[src/rtl/bcd_serial_adder_pkg.sv]
// Shared definitions for the digit-serial BCD adder: FSM encoding and BCD constants.
// The block and its digit cell both import this package.
package bcd_serial_adder_pkg;

    typedef enum logic [1:0] {
        IDLE = 2'd0,
        ADD  = 2'd1,
        DONE = 2'd2
    } state_t;

    localparam logic [3:0] BCD_MAX  = 4'd9;
    localparam logic [3:0] BCD_CORR = 4'd6;

    function automatic logic bcd_digit_invalid(input logic [3:0] digit);
        return digit > BCD_MAX;
    endfunction

endpackage

[src/rtl/bcd_serial_adder_digit_add.sv]
// Single-digit BCD adder cell: binary add, then +6 correction when the raw sum exceeds 9.
// Purely combinational; the serial adder time-multiplexes one instance across all digits.
module bcd_digit_add
    import bcd_serial_adder_pkg::*;
(
    input  logic [3:0] a,
    input  logic [3:0] b,
    input  logic       c_in,
    output logic [3:0] sum,
    output logic       c_out
);

    logic [4:0] w_raw;

    always_comb begin
        w_raw = {1'b0, a} + {1'b0, b} + {4'b0000, c_in};
        sum   = w_raw[3:0];
        c_out = 1'b0;
        // Adding 6 skips the six unused codes; the 4-bit wrap drops the binary carry.
        if (w_raw > {1'b0, BCD_MAX}) begin
            sum   = w_raw[3:0] + BCD_CORR;
            c_out = 1'b1;
        end
    end

endmodule

[src/rtl/bcd_serial_adder.sv]
// Digit-serial packed-BCD adder: latches operands on start and adds one digit per cycle,
// LSD first. The result appears on sum/c_out only on entry to DONE, with a one-cycle done pulse.
module bcd_serial_adder
    import bcd_serial_adder_pkg::*;
#(
    parameter int DIGITS = 4
) (
    input  logic                clk,
    input  logic                rst_n,
    input  logic                start,
    input  logic [4*DIGITS-1:0] a,
    input  logic [4*DIGITS-1:0] b,
    input  logic                c_in,
    output logic                busy,
    output logic                done,
    output logic [4*DIGITS-1:0] sum,
    output logic                c_out,
    output logic                err
);

    localparam int W     = 4 * DIGITS;
    localparam int IDX_W = (DIGITS > 1) ? $clog2(DIGITS) : 1;
    localparam logic [IDX_W-1:0] LAST_IDX = IDX_W'(DIGITS - 1);

    state_t           r_state;
    state_t           w_stateNext;
    logic [W-1:0]     r_a;
    logic [W-1:0]     r_b;
    logic [W-1:0]     r_acc;
    logic [W-1:0]     r_sum;
    logic [IDX_W-1:0] r_idx;
    logic             r_carry;
    logic             r_cout;
    logic             r_err;

    logic [3:0]       w_aDigit;
    logic [3:0]       w_bDigit;
    logic [3:0]       w_digit;
    logic             w_carry;
    logic [W-1:0]     w_accNext;
    logic             w_accept;
    logic             w_lastDigit;
    logic             w_digitErr;

    always_ff @(posedge clk) begin
        if (!rst_n) begin
            r_state <= IDLE;
        end else begin
            r_state <= w_stateNext;
        end
    end

    always_comb begin
        w_stateNext = r_state;
        w_accept    = 1'b0;
        busy        = 1'b0;
        done        = 1'b0;
        case (r_state)
            IDLE: begin
                if (start) begin
                    w_stateNext = ADD;
                    w_accept    = 1'b1;
                end
            end
            ADD: begin
                busy = 1'b1;
                if (w_lastDigit) begin
                    w_stateNext = DONE;
                end
            end
            DONE: begin
                busy        = 1'b1;
                done        = 1'b1;
                w_stateNext = IDLE;
            end
            default: begin
                w_stateNext = IDLE;
            end
        endcase
    end

    assign w_aDigit    = r_a[r_idx*4 +: 4];
    assign w_bDigit    = r_b[r_idx*4 +: 4];
    assign w_lastDigit = (r_idx == LAST_IDX);
    assign w_digitErr  = bcd_digit_invalid(w_aDigit) || bcd_digit_invalid(w_bDigit);

    bcd_digit_add u_digitAdd (
        .a     (w_aDigit),
        .b     (w_bDigit),
        .c_in  (r_carry),
        .sum   (w_digit),
        .c_out (w_carry)
    );

    always_comb begin
        w_accNext                 = r_acc;
        w_accNext[r_idx*4 +: 4]   = w_digit;
    end

    // The last digit goes straight from the cell into r_sum so the result lands on DONE entry.
    always_ff @(posedge clk) begin
        if (!rst_n) begin
            r_a     <= '0;
            r_b     <= '0;
            r_acc   <= '0;
            r_sum   <= '0;
            r_idx   <= '0;
            r_carry <= 1'b0;
            r_cout  <= 1'b0;
            r_err   <= 1'b0;
        end else if (w_accept) begin
            r_a     <= a;
            r_b     <= b;
            r_carry <= c_in;
            r_idx   <= '0;
            r_acc   <= '0;
            r_err   <= 1'b0;
        end else if (r_state == ADD) begin
            r_acc   <= w_accNext;
            r_carry <= w_carry;
            r_idx   <= r_idx + IDX_W'(1);
            if (w_digitErr) begin
                r_err <= 1'b1;
            end
            if (w_lastDigit) begin
                r_sum  <= w_accNext;
                r_cout <= w_carry;
            end
        end
    end

    assign sum   = r_sum;
    assign c_out = r_cout;
    assign err   = r_err;

endmodule

[config.mk]
export PLATFORM = sky130hd
export DESIGN_NAME = bcd_serial_adder
export DESIGN_NICKNAME = d
export VERILOG_FILES = /design/src/rtl/bcd_serial_adder_pkg.sv /design/src/rtl/bcd_serial_adder_digit_add.sv /design/src/rtl/bcd_serial_adder.sv
export SDC_FILE = /design/constraint.sdc
export NUM_CORES = 1
export LEC_CHECK = 0
export CORE_MARGIN = 1
export CORE_UTILIZATION = 55
export DETAILED_ROUTE_END_ITERATION = 12
export PLACE_DENSITY = 0.85
export SYNTH_ARGS = -nofsm -noshare
export SYNTH_HDL_FRONTEND = slang
export SYNTH_SLANG_ARGS = --single-unit
[constraint.sdc]
create_clock -name clk -period 6.24 [get_ports clk]
set_input_delay 1.248 -clock clk [delete_from_list [all_inputs] [get_ports clk]]
set_output_delay 1.248 -clock clk [all_outputs]
set_load 0.02 [all_outputs]
# After elaboration in Yosys (flattened, before gate mapping)

Cells that the tools add are included.

Reductions and logical operators: 8
Add/subtract/negate cells: 5
Magnitude comparators: 3
Shifts and indexed selects: 4
Bitwise logic cells: 2
Equality and inequality tests: 5
Mux-type cells: 12

Operators with widths:

| kind                                                           | count |
|---|---|
| negator 4 -> 34 bit                                            | 1 |
| variable shift 4 x 34 -> 16 bit (first input constant)         | 1 |
| indexed part select 4 x 34 -> 16 bit                           | 1 |
| indexed part select 16 x 5 -> 4 bit                            | 2 |
| bitwise mux 16 bit                                             | 1 |
| greater-than comparator 4 bit (second input constant)          | 2 |
| two-way mux 1 bit                                              | 7 |
| adder 4 x 4 -> 5 bit                                           | 1 |
| adder 5 x 1 -> 5 bit                                           | 1 |
| greater-than comparator 5 x 4 -> 1 bit (second input constant) | 1 |
| adder 4 x 3 -> 4 bit (second input constant)                   | 1 |
| == test 2 bit (second input constant)                          | 2 |
| two-way mux 2 bit                                              | 2 |
| two-way mux 4 bit                                              | 1 |
| != test 2 bit (second input constant)                          | 2 |
| one-hot mux 2 bit (2 select lines)                             | 1 |
| AND reduction 2 bit                                            | 2 |
| OR reduction 2 bit                                             | 2 |
| AND reduction 3 bit                                            | 1 |
| adder 2 x 1 -> 2 bit (second input constant)                   | 1 |
| == test 2 x 1 -> 1 bit (second input constant)                 | 1 |
| logical NOT 2 bit                                              | 1 |
| NOT 1 bit                                                      | 2 |
| nonzero test 2 bit                                             | 1 |
| logical OR 1 bit                                               | 1 |

Word-level logic and storage cells: 48
Register bits: 71
Input port bits: 36
Output and inout bits: 20

# Depth between registers and ports, before layout

Gate-level depths: netlist of run 1.

Depth in word-level cells: 7
Gate-level depth with buffers: 12

# By module

Synthesis of run 1 repeated with hierarchy kept, for this count alone.

Cell total of the unflattened synthesis: 365
Area, all modules: 3260.6 µm²

By module, submodules not included:

| module           | times used | area each (µm²) | cells an instance |
|---|---|---|---|
| bcd_serial_adder | 1          | 3049.2          | 343 |
| bcd_digit_add    | 1          | 211.5           | 22 |

# Worst setup path after synthesis of run 1

OpenSTA, ideal clock, no wires.

Path kind: register to register
From: register r_idx[0]
To: register r_acc[2]
Required time: 6.153 ns
Stages on the path, launching flop included: 13
Path buffers: 2
Clock period less this slack: 3.918 ns
Setup slack: 2.322 ns
Data arrival time: 3.831 ns
Cells stage by stage: dfxtp_1 buf_2 buf_2 mux4_2 fa_1 fa_1 xnor2_2 ha_1 nor2b_1 a31oi_4 a31oi_1 a22oi_2 o31ai_1

Word-level cells in the longest chain between the ends: 7

RTL lines:

| item                                                                                  | line                                                               | text |
|---|---|---|
| start, declared                                                                       | bcd_serial_adder.sv:31                                             | `logic [IDX_W-1:0] r_idx;` |
| start signal, assigned                                                                | bcd_serial_adder.sv:121                                            | `r_idx <= r_idx + IDX_W'(1);` |
| indexed part select 16 x 5 -> 4 bit (on tied branches)                                | bcd_serial_adder.sv:82, bcd_serial_adder.sv:83                     |  |
| adder 4 x 4 -> 5 bit                                                                  | bcd_serial_adder_digit_add.sv:16                                   | `w_raw = {1'b0, a} + {1'b0, b} + {4'b0000, c_in};` |
| adder 5 x 1 -> 5 bit                                                                  | bcd_serial_adder_digit_add.sv:16                                   |  |
| adder 4 x 3 -> 4 bit / greater-than comparator 5 x 4 -> 1 bit (equally long branches) | bcd_serial_adder_digit_add.sv:21, bcd_serial_adder_digit_add.sv:20 |  |
| two-way mux 4 bit                                                                     | bcd_serial_adder_digit_add.sv:20                                   | `if (w_raw > {1'b0, BCD_MAX}) begin` |
| indexed part select 4 x 34 -> 16 bit                                                  | bcd_serial_adder.sv:97                                             | `w_accNext[r_idx*4 +: 4] = w_digit;` |
| bitwise mux 16 bit *                                                                  | bcd_serial_adder.sv:97                                             |  |
| end signal, assigned                                                                  | bcd_serial_adder.sv:119                                            | `r_acc <= w_accNext;` |
| end, declared                                                                         | bcd_serial_adder.sv:29                                             | `logic [W-1:0] r_acc;` |

Mark *: on every way between the ends. The rest lies on a longest branch, timed or not.
A chain may end at the register's enable or synchronous reset.

# Worst setup path after layout of run 1

From: register r_idx[0]
To: register r_acc[3]

Same word-level chain as after synthesis.

==> metrics, run 1 <==
status=finished, final reports clean; Hold Crit Endpoint=r_b[7]$_SDFFE_PN0P_; Worst-Skew Late Latency=between 0.3 and 0.4 ns; Worst path max stage delay=0.90 ns; sequential area share after synthesis=0.3990; worst reg2reg path endpoint=r_acc[3]$_SDFFE_PP0P_; Crit path arrival time=4.73 ns; clk slew on worst S/H paths=0.08 ns; critical path class=reg2reg; Post-DP HPWL=6125 um; CTS sink count=about 70; # diodes=0; Syn Inst Count=411; vias per cell=6.047; nets=around 500; FMAX=222.0 MHz; worst min path class=reg2reg; Clk Tree Root Cell=clkbuf_8; Core Region=6096 um2; Resized cells post-CTS=0; Sw Pwr=0.3642 mW; Combinational Power Share=0.244; RSZ-0062 raised after global routing=false; synth warn=0; Final ANT Viol Nets=0; r2r startpoint=r_idx[0]$_SDFFE_PP0P_; CP most frequent cell=fa_1; Critical path buffers and inverters=1; Main synth FF type=dfxtp_1; Area contributors post-synth=dfxtp_1, nand2_1, a21oi_1; Pint=0.8113 mW; cts-stage hold buffer count=0; mean post-synth cell area=around 8.7 um2; ys async rst share=0; r2r worst-path depth=10; Routability Congestion=between 0.8 and 0.9; worst-margin pin slew=~1.1 ns; Yosys top cell area share=0.3990; Final setup viols=0; Setup crit end kind=flip-flop; CTS tree=done; leak pwr=1.550 nW; gr usage total=0.2875; final hold vios=0; # Max-Cap Violations=0; Sequential Power Share=0.422; vias in the first global route=3020; post-CTS setup repair buffer count=0; Worst R2R Setup Slack=1.73 ns; Max H-tree Level=3; Cell Pwr Density=271.2 nW/um2; drt total wl=8680 um; placed cell area=roughly 4100 um2; clock skew=0.006624 ns; input/output buffers=55; area grow syn2layout=21.71%; DRC=0; fin crit share=0.7220; setup_tns=0 ns; Post-Syn Area=around 3600 um2; Synth Net Count=463; CTS Buf Count=9; Starting DRT DRC Count=298; worst-path cell chain=mux4_2 > fa_1 > fa_1 > inv_1 > ha_1 > nor2b_1 > a31oi_4 > o21bai_1 > a31oi_2 > o21ai_0; fin area=4335 um2; Hold Crit Start=r_b[7]$_SDFFE_PN0P_; DIE AREA=6802 um2; fraction of layout cells with a size suffix above 1=0.08913; area leader, netlist=dfxtp_1; crit-path max FO=21; cell family with the largest share of critical-path delay=adder cells; DR vias=3235; Worst EP required=6.46 ns; post-synth cell types=between 40 and 50; largest net degree at the start of global routing=around 40; max-slew violation count=0; CTS max path bufs=2; Switching Share=0.3098; post-DR wirelength/cell=16.22 um; Ports=56; first-pass GRT wire length=14390 um; Critical Path Start Type=flip-flop; most instantiated cells after synthesis=nand2_1, dfxtp_1, a21oi_1; antenna violations before repair=0; clock power share=0.334; Hold Crit Depth=2; Slew headroom=0.2729; chip height=82.48 um; VDD IR max=0.0001641 V; Final min period=4.505 ns; fin util=0.7112; slowest CP cell=dfxtp_1; Starting Density=0.5844; Post-synth EDFFs=0; Yosys reg bits=~70; Placement Rows=28; Fin Hold WS=0.4565 ns; Die X=between 80 and 90 um; first-pass detailed-route iteration total=6; most common cell in the netlist=nand2_1; Overflow after GRT=0
## worst max-delay path by stage
stage / startpoint / endpoint / slack, ns / depth (start not counted)
after floorplan: r_idx[0]$_SDFFE_PP0P_ / r_acc[2]$_SDFFE_PP0P_ / 2.32 / 12
after global routing: r_idx[0]$_SDFFE_PP0P_ / sum[3]$_SDFFE_PN0P_ / 1.35 / 10
after global placement: r_idx[0]$_SDFFE_PP0P_ / sum[3]$_SDFFE_PN0P_ / 1.84 / 10
final: r_idx[0]$_SDFFE_PP0P_ / r_acc[3]$_SDFFE_PP0P_ / 1.73 / 10
after CTS: r_idx[0]$_SDFFE_PP0P_ / r_acc[3]$_SDFFE_PP0P_ / 1.74 / 10
after detailed placement: r_idx[0]$_SDFFE_PP0P_ / r_acc[7]$_SDFFE_PP0P_ / 1.74 / 10
## power groups by stage
stage               clock, mW  sequential [mW]  combinational [mW]
floorplan                   0            0.496               0.215
global placement            0            0.505               0.276
detailed placement          0            0.506               0.282
CTS                     0.396            0.496               0.284
global route            0.420            0.499               0.315
finish                  0.393            0.496               0.287
## cell type report
type	instances	area, um2
Clock buffer	9	123.9
Clock inverter	7	87.58
Fill cell	510	1760
Inverter	8	30.03
Multi-Input combinational cell	306	1998
Sequential cell	71	1421
Tap cell	75	93.84
Timing Repair Buffer	59	580.6
## layout by cell type (no fill, tap or decap), types with 9 or more instances in the layout
master	instances
clkdlybuf4s50_1	55
o21ai_0	24
dfxtp_1	71
clkbuf_8	9
ha_1	14
a211oi_1	13
nor2_1	19
nand2_1	86
a21oi_1	51
## registers in the layout, indices dropped and copies added (netlist names)
register / flops
r_b: 16
err: 1
r_state: 2
c_out: 1
r_acc: 16
r_idx: 2
r_a: 16
sum: 16
r_carry: 1
## worst reg2reg max path: cells and delay by family, from the launching register on
kind	cells	cell delay [ns]
buf+inv	1	0.16
mux	1	0.62
compound gates	4	1.02
simple gates	1	0.20
flops	1	0.90
fa+ha+maj	3	1.48
## layer usage
layer | track usage | vias to the layer above | wire length [um] | share of wire
li1 | - | 1576 | - | -
met1 | 0.3666 | 1471 | 3685 | 0.42
met2 | 0.4570 | 151 | 4099 | 0.47
met3 | 0.05165 | 37 | 532 | 0.061
met4 | 0.1632 | 0 | 362 | 0.042
met5 | 0 | - | 0 | 0
## cell families after synthesis
kind of cell               Yosys count  synth area share
and+or+nand+nor                    148            0.1988
AOI/OAI and AO/OA                  129            0.2360
DFF                                 71            0.3990
buffers and inverters               34           0.04004
adders and majority gates           16           0.06042
muxes                               10           0.05620
xor gates and xnor gates             3          0.009486
## through the flow
| stage | power (mW) | std cells | setup WS [ns] |
|---|---|---|---|
| 6_report | 1.176 | 535 | 1.735 |
| 3_5_place_dp | 0.7884 | 519 | 1.740 |
| 4_1_cts | 1.176 | 535 | 1.739 |
| 2_1_floorplan | 0.7115 | 411 | 2.322 |
| 3_3_place_gp | 0.7809 | 519 | 1.844 |
| 5_1_grt | 1.234 | 535 | 1.352 |
Note: power is estimated with default switching activity, not from simulation.
==> run 2, diff against run 1 <==
Settings changed: CORE_UTILIZATION 55 to 48, PLACE_DENSITY 0.85 to 0.79.
Clock period 6.24 ns to 3.9 ns, I/O delays scaled along.
==> run 2 against run 1 <==
Compared with the run above: design area is 3.3% higher; setup slack worse by 1.6 ns; die area is 14% higher; cell count is 5.8% higher; critical path depth stayed put; flip-flop and latch count stayed put; maximum frequency is 21% higher; critical endpoint is now r_acc[9]$_SDFFE_PP0P_; power is 70% higher; combinational power is 72% higher.
==> metrics, run 2 (synthesis gave the netlist of run 1 again) <==
status=finished, final reports clean (unchanged); final std cells w/o fill=566 (was 535); # diodes=0 (unchanged); crit-path max FO=8 (was 21); area grow syn2layout=25.75% (was 21.71%); first-pass detailed-route iteration total=6 (unchanged); VDD IR max=0.0002876 V (was 0.0001641 V); Worst-Skew Late Latency=0.36 ns (was 0.35 ns); Critical Path Start Type=flip-flop (unchanged); r2r worst-path depth=10 (unchanged); CTS tree=done (unchanged); vias in the first global route=3085 (was 3020); DRC=0 (unchanged); Final setup viols=0 (unchanged); Slew headroom=0.6094 (was 0.2729); Overflow after GRT=0 (unchanged); leak pwr=1.604 nW (was 1.550 nW); largest net degree at the start of global routing=39 (was 41); Register Area=1421 um2 (unchanged); # Max-Cap Violations=0 (unchanged); chip height=88.15 um (was 82.48 um); worst min path class=reg2reg (unchanged); post-DR wirelength/cell=15.85 um (was 16.22 um); Resized cells post-CTS=0 (unchanged); critical path class=reg2reg (unchanged); max-slew violation count=0 (unchanged); CTS Buf Count=9 (unchanged); fin util=0.6209 (was 0.7112); GRT busiest layer=met2 (unchanged); antenna violations before repair=0 (unchanged); Final min period=3.721 ns (was 4.505 ns); RSZ-0062 raised after global routing=false (unchanged); Die X=88.15 um (was 82.48 um); post-CTS setup repair buffer count=0 (unchanged); filler instances=650 (was 510); Cell Pwr Density=447.3 nW/um2 (was 271.2 nW/um2); commonest non-fill, non-tap cell in the layout=nand2_1 (unchanged); worst-margin pin slew=0.5860 ns (was 1.087 ns); Final ANT Viol Nets=0 (unchanged); Routability Congestion=0.8829 (was 0.8739); Setup crit end kind=flip-flop (unchanged); met1 global-route usage=0.3036 (was 0.3666); DR vias=3299 (was 3235); fin crit share=0.9540 (was 0.7220); placed instance count=550 (was 519); met2 Use GR=0.4228 (was 0.4570); Hold Crit Depth=2 (unchanged); gr usage total=0.2475 (was 0.2875); drt total wl=8972 um (was 8680 um); Clk Tree Root Cell=clkbuf_8 (unchanged); Worst EP required=4.15 ns (was 6.46 ns); final hold vios=0 (unchanged); Worst R2R Setup Slack=0.18 ns (was 1.73 ns); fraction of layout cells with a size suffix above 1=0.1071 (was 0.08913); FMAX=268.8 MHz (was 222.0 MHz); Core Region=7214 um2 (was 6096 um2); Max H-tree Level=3 (unchanged); vias per cell=5.829 (was 6.047); Ports=56 (unchanged); setup_tns=0 ns (unchanged); CTS max path bufs=2 (unchanged); Post-DP HPWL=6349 um (was 6125 um); nets=514 (was 507); placed cell area=4215 um2 (was 4124 um2); cts-stage hold buffer count=0 (unchanged); Starting DRT DRC Count=178 (was 298); clock skew=0.01095 ns (was 0.006624 ns); most frequent cells in the layout=nand2_1, dfxtp_1, clkdlybuf4s50_1, a21oi_1, o21ai_0 (unchanged); Crit path arrival time=3.98 ns (was 4.73 ns); clk slew on worst S/H paths=0.08 ns (about the same); met3 GRT Util=0.05090 (was 0.05165); Tot Pwr=2.004 mW (was 1.176 mW); first-pass GRT wire length=14600 um (was 14390 um); area of the multi-input gates=2027 um2 (was 1998 um2); DIE AREA=7770 um2 (was 6802 um2); Placement Rows=31 (was 28); input/output buffers=55 (unchanged); fin area=4479 um2 (was 4335 um2); CTS sink count=71 (unchanged); Starting Density=0.4938 (was 0.5844)
==> run 2: changes by cell type in the layout (fill, tap and decap cells not counted) <==
| cell | change |
|---|---|
| xnor2_4 | +1 |
| clkinv_2 | -3 |
| nor2b_1 | -1 |
| bufinv_16 | +1 |
| clkinv_4 | +1 |
| nor2b_2 | +1 |
| xnor2_2 | -1 |
| inv_6 | +1 |
| a31oi_4 | +1 |
| a31oi_1 | -1 |
| buf_4 | +7 |
==> run 2: through the flow <==
stage	hold WS [ns]	setup WS, ns
3_3_place_gp	0.4288	0.2784
3_5_place_dp	0.4360	0.1579
2_1_floorplan	0.4168	0.05036
5_1_grt	0.4739	0.01083
6_report	0.4467	0.1792
4_1_cts	0.4531	0.1383
==> run 2: cell type report <==
| class | count | share of cell area |
|---|---|---|
| repair buffers | 66 | 0.1413 |
| well taps | 99 | 0.02765 |
| clock inverters | 7 | 0.02682 |
| multi-input cells | 306 | 0.4525 |
| flip-flops and latches | 71 | 0.3173 |
| clock buffers | 9 | 0.02765 |
| inverters | 8 | 0.006704 |
==> run 2: final timing paths <==
check	from	to
worst max-delay path	r_idx[0]$_SDFFE_PP0P_	r_acc[9]$_SDFFE_PP0P_
worst min register to register	r_acc[15]$_SDFFE_PP0P_	r_acc[15]$_SDFFE_PP0P_
worst max register to register	r_idx[0]$_SDFFE_PP0P_	r_acc[9]$_SDFFE_PP0P_
worst min-delay path	r_acc[15]$_SDFFE_PP0P_	r_acc[15]$_SDFFE_PP0P_
==> run 2: power by group <==
group / switching, mW / internal [mW] / leakage [nW] / total (mW)
Sequential: 0.0244 / 0.763 / 0.578 / 0.787
Clock: 0.296 / 0.427 / 0.120 / 0.722
Combinational: 0.296 / 0.198 / 0.906 / 0.494
==> run 2: critical path, cell delays in order, from the launching register on <==
cell and delay [ns]:
dfxtp_1 0.45, mux4_2 0.55, fa_1 0.43, fa_1 0.49
xnor2_4 0.29, ha_1 0.25, nor2b_2 0.29, a31oi_4 0.11
a31oi_2 0.31, xnor2_1 0.17, a32o_1 0.28
==> run 2: routing by layer <==
| layer | vias up | share of wire |
|---|---|---|
| met3 | 21 | 0.069 |
| li1 | 1588 | - |
| met1 | 1550 | 0.41 |
| met5 | - | 0 |
| met4 | 0 | 0.016 |
| met2 | 140 | 0.50 |
==> run 3, diff against run 2 <==
Settings changed: CTS_CLUSTER_SIZE from default to 12.
==> results of run 3 <==
The final DEF is identical to that of run 2; final timing and power are the same.
